**src/rtl/arm_fetch_unit.sv**
```systemverilog
// Fetch stage of arm_core: sequential word fetch over a one-cycle imem port,
// buffered into a prefetch FIFO and delivered to decode as {instr, pc}.
module arm_fetch_unit #(
  parameter int          FIFO_DEPTH = 4,
  parameter logic [31:0] RESET_PC   = 32'h0
) (
  input  logic        clk,
  input  logic        rst_n,
  output logic        imem_req,
  output logic [31:0] imem_addr,
  input  logic [31:0] imem_rdata,
  input  logic        imem_valid,
  input  logic        redirect_valid,
  input  logic [31:0] redirect_pc,
  output logic        out_valid,
  input  logic        out_ready,
  output logic [31:0] out_instr,
  output logic [31:0] out_pc
);

  localparam int PW = (FIFO_DEPTH > 1) ? $clog2(FIFO_DEPTH) : 1;
  localparam int CW = PW + 1;

  typedef struct packed {
    logic [31:0] instr;
    logic [31:0] pc;
  } fetch_ent_t;

  fetch_ent_t [FIFO_DEPTH-1:0] fifo_q, fifo_d;
  logic [PW-1:0] rd_ptr_q, rd_ptr_d;
  logic [PW-1:0] wr_ptr_q, wr_ptr_d;
  logic [CW-1:0] count_q, count_d;
  logic [31:0]   fetch_pc_q, fetch_pc_d;
  logic [31:0]   inflight_pc_q, inflight_pc_d;
  logic          inflight_q, inflight_d;

  logic          issue, push, pop;
  logic [CW:0]   credit_used;
  fetch_ent_t    head;

  // Credits count both buffered words and the one outstanding fetch, so the
  // response always has a free slot; a pop in the same cycle is not counted.
  always_comb begin
    credit_used = {1'b0, count_q} + (CW+1)'(inflight_q);
    issue       = rst_n && !redirect_valid && (credit_used < (CW+1)'(FIFO_DEPTH));
    push        = rst_n && imem_valid && inflight_q && !redirect_valid;
    out_valid   = rst_n && (count_q != '0);
    pop         = out_valid && out_ready;
    head        = fifo_q[rd_ptr_q];
  end

  assign imem_req  = issue;
  assign imem_addr = fetch_pc_q;
  assign out_instr = out_valid ? head.instr : 32'h0;
  assign out_pc    = out_valid ? head.pc    : 32'h0;

  always_comb begin
    fifo_d        = fifo_q;
    rd_ptr_d      = rd_ptr_q;
    wr_ptr_d      = wr_ptr_q;
    count_d       = count_q;
    fetch_pc_d    = fetch_pc_q;
    inflight_pc_d = inflight_pc_q;
    inflight_d    = inflight_q;

    if (redirect_valid) begin
      // Flush everything; the outstanding fetch is orphaned by clearing inflight.
      rd_ptr_d   = '0;
      wr_ptr_d   = '0;
      count_d    = '0;
      inflight_d = 1'b0;
      fetch_pc_d = redirect_pc & ~32'h3;
    end else begin
      inflight_d = issue;
      if (issue) begin
        fetch_pc_d    = fetch_pc_q + 32'd4;
        inflight_pc_d = fetch_pc_q;
      end
      if (push) begin
        fifo_d[wr_ptr_q].instr = imem_rdata;
        fifo_d[wr_ptr_q].pc    = inflight_pc_q;
        wr_ptr_d               = wr_ptr_q + PW'(1);
      end
      if (pop) rd_ptr_d = rd_ptr_q + PW'(1);
      count_d = count_q + CW'(push) - CW'(pop);
    end
  end

  always_ff @(posedge clk) begin
    if (!rst_n) begin
      fifo_q        <= '0;
      rd_ptr_q      <= '0;
      wr_ptr_q      <= '0;
      count_q       <= '0;
      fetch_pc_q    <= RESET_PC;
      inflight_pc_q <= '0;
      inflight_q    <= 1'b0;
    end else begin
      fifo_q        <= fifo_d;
      rd_ptr_q      <= rd_ptr_d;
      wr_ptr_q      <= wr_ptr_d;
      count_q       <= count_d;
      fetch_pc_q    <= fetch_pc_d;
      inflight_pc_q <= inflight_pc_d;
      inflight_q    <= inflight_d;
    end
  end

endmodule

```
**config.mk**
```make
export PLATFORM = sky130hd
export DESIGN_NAME = arm_fetch_unit
export DESIGN_NICKNAME = d
export VERILOG_FILES = /design/src/rtl/arm_fetch_unit.sv
export SDC_FILE = /design/constraint.sdc
export NUM_CORES = 1
export LEC_CHECK = 0
export BUFFER_PORTS_ARGS = -buffer_cell sky130_fd_sc_hd__buf_4
export CAP_MARGIN = 20
export CELL_PAD_IN_SITES_DETAIL_PLACEMENT = 0
export CELL_PAD_IN_SITES_GLOBAL_PLACEMENT = 1
export CORE_AREA = 4 4 164 229
export DETAILED_ROUTE_END_ITERATION = 8
export DIE_AREA = 0 0 168 233
export PLACE_DENSITY_LB_ADDON = 0.1
export SYNTH_ARGS = -nofsm -noshare
export SYNTH_HDL_FRONTEND = slang
export SYNTH_SLANG_ARGS = --single-unit
```
**constraint.sdc**
```tcl
create_clock -name clk -period 6.2 [get_ports clk]
set_input_delay 0.31 -clock clk [delete_from_list [all_inputs] [get_ports clk]]
set_output_delay 0.31 -clock clk [all_outputs]
set_load 0.01 [all_outputs]
```
==> flow_metrics.py <==
metrics = {
    "routing": {
        "drt_iter0_markers": 651,
        "vias": 11100,
        "wl_um": 39400,
        "ant_nets": 0,
        "via_per_inst": 5.09,
        "wl_per_cell_um": 18.1,
        "dr.pass1.iters": 5,
        "route.detailed.drc": 0,
    },
    "setup_path": {
        "cpLargestDelayFamily": "buffers and inverters",
        "worstPathArrival_ns": 3.15,
        "crit_path_top_delay_cell": "inv_1",
        "cp_cell_sequence": "ha_1, or3_1, o211ai_1, buf_4, nand3_1, buf_4, inv_1, buf_4",
        "critPathMaxStageDelay_ns": 0.74,
        "path_common_cell": "buf_4",
        "critical_path_buf_inv_count": 4,
        "cp-end-kind": "output pin",
        "crit_path_start_kind": "flop",
        "cp_max_fo": 32,
        "critPathLaunch": "count_q[1]",
        "r2r_start": "count_q[1]",
        "worstPathRequired_ns": 5.89,
        "crit_type": "flop to output pin",
    },
    "yosys": {
        "ys_ff_latch": 316,
        "synth_fa_ha_area_frac": 0.00854,
        "synth_top_family_by_area": "simple AND/OR/NAND/NOR gates",
        "synth_top_area_share": 0.450,
        "ys_warn_count": 0,
        "ys_types": 39,
        "synth_edf_count": 0,
        "synth_compound_area_frac": 0.176,
        "synthXorXnorAreaFrac": 0.0156,
        "yosys.area_share.simple": 0.212,
        "yosysSeqAreaShare": 0.450,
        "synth_flop_cell": "dfxtp_1",
        "ys_async_sr_fraction": 0,
        "syn_area_um2": 14100,
        "synthMuxAreaShare": 0.100,
        "syn_area_per_cell_um2": 8.76,
        "synth_area_leaders": "dfxtp_1, nand2_1, a21boi_0, mux4_2, and2_1",
        "yosys.area.top_type": "dfxtp_1",
        "synthCells": 1606,
    },
    "placement": {
        "io_buffers": 160,
        "dpl.hpwl_um": 23000,
        "place_congestion": 0.724,
    },
    "pwr": {
        "power.leakage_nw": 5.69,
        "power_density_nw_per_um2": 259,
        "vdd_drop_max_uv": 193,
    },
    "global_routing": {
        "antenna_found_initial": 0,
        "overflow": 0,
        "grt_usage": 0.197,
        "grt_pass1_wl_um": 62100,
        "grt_pass1_vias": 11100,
        "grt_max_degree": 100,
    },
    "cells_and_area": {
        "drive_gt1_frac": 0.176,
        "fillers": 3485,
        "area_growth_syn_to_layout_pct": 18.4,
        "utilization": 0.468,
        "num-nets-final": 1778,
        "num_antenna_cells": 0,
    },
    "floorplanning": {
        "die_h_um": 233,
        "die_w_um": 168,
        "die_area_um2": 39100,
        "start_util": 0.395,
        "core-area_um2": 35600,
        "num_io_pins": 167,
        "rows": 82,
    },
    "timing": {
        "setup_tns_ns": 0,
        "fin_crit_sh": 0.558,
        "fin_skew_ns": 0.0107,
        "worst_pin_slew_ns": 0.942,
        "hold_violations": 0,
        "relSlewSlack": 0.371,
        "rsz0062_at_grt": "no",
        "timing.final.crit_period_ns": 3.46,
        "clock.fmax_ghz": 0.289,
        "setup_violations": 0,
        "slew_viol_final": 0,
    },
    "clock_tree": {
        "cts-root-buf": "clkbuf_16",
        "clk_path_buf_depth": 3,
        "clk_latency_ns": 0.51,
        "clk_pin_slew_worst_paths_ns": 0.06,
        "htree_levels": 2,
        "clock-sinks": 316,
        "cts_buffers": 36,
        "cts_tree": "built",
        "ctsResizeCount": 0,
    },
    "status": {
        "status": "finished, final reports clean",
    },
    "hold_path": {
        "hp-class": "input port to flop",
        "worstHoldStart": "redirect_pc[17]",
    },
    "run": {
        "cap_violations": 0,
    },
}
## kinds of logic after synthesis
family / Yosys count
adder cells (fa/ha/maj): 9
AO/OA/AOI/OAI: 346
other: 1
buffers and inverters: 137
flip-flops: 316
multiplexers: 63
AND/OR/NAND/NOR: 709
XOR/XNOR: 25
## flip-flops by register name, indices dropped and copies added, names as in the netlist
name / flops
inflight_pc_q: 30
imem_addr: 30
fifo_q: 248
inflight_q: 1
rd_ptr_q: 2
count_q: 3
wr_ptr_q: 2
## where the power goes
part	total [mW]	internal, mW	switching, mW
logic	0.191	0.0931	0.0978
registers	2.09	2.05	0.0343
clock network	2.03	1.22	0.811
## cell usage in the layout, fill, tap and decap left out, types with 7 or more instances in the layout
master,count
a21boi_0,278
a21oi_1,18
a31oi_1,8
and2_1,67
buf_4,178
clkbuf_1,7
clkbuf_16,37
clkbuf_8,8
dfxtp_1,314
ha_1,8
inv_1,9
mux4_2,62
nand2_1,572
nand3_1,12
nand4_1,8
nor4_1,7
o21ai_0,33
or3_1,7
xnor2_1,19
## what timing repair did
item	in CTS	in global routing
endpoints found under the hold margin	1	0
setup buffers	0	0
hold buffers	1	0
endpoints found under the setup margin	0	0
## cell usage after synthesis, types with 7 or more instances
library cell,count
clkbuf_1,115
or3_1,7
a21boi_0,278
xnor2_1,19
a21oi_1,18
inv_1,9
a31oi_1,8
mux4_2,62
dfxtp_1,316
and2_1,71
nand3_1,12
nand2_1,576
nor4_1,7
o21ai_0,33
ha_1,8
nand4_1,8
## routing by layer
metal  vias to the layer above  track usage  part of all wire
met3                        42       0.0345             0.042
li1                       5562            -                 -
met4                         0       0.0409             0.014
met1                      5298        0.256              0.45
met2                       199        0.345              0.49
met5                         -            0                 0
## stage by stage
stage / area [um2] / setup WS (ns) / hold WS [ns] / std cells / power, mW
floorplan: 14100 / 3.84 / 0.440 / 1609 / 2.22
global placement: 15500 / 2.82 / 0.447 / 2123 / 2.33
detailed placement: 15500 / 2.77 / 0.455 / 2123 / 2.33
CTS: 16600 / 2.65 / 0.0179 / 2181 / 4.38
global route: 16600 / 2.44 / 0.0341 / 2181 / 4.47
finish: 16600 / 2.74 / 0.0466 / 2181 / 4.31
## final cells by class
type,instances,area [um2],share of cell area
Clock buffer,52,1060,0.0638
Inverter,10,37.5,0.00225
Clock inverter,5,50.0,0.00301
Multi-Input combinational cell,1156,7230,0.434
Timing Repair Buffer,180,1360,0.0815
Tap cell,462,578,0.0347
Sequential cell,316,6330,0.380
## worst min-delay path, cell delays in order
cell and delay (ns):
buf_4 0.08, nand3_1 0.06, o21ai_0 0.07
## final timing paths
kind / end / slack, ns / cells past startpoint
worst min register to register: fifo_q[251] / 0.46 / 2
worst max register to register: inflight_pc_q[16] / 3.28 / 9
worst min-delay path: imem_addr[17] / 0.05 / 3
worst max-delay path: imem_req / 2.74 / 8
Power figures use the tool's default switching activity.
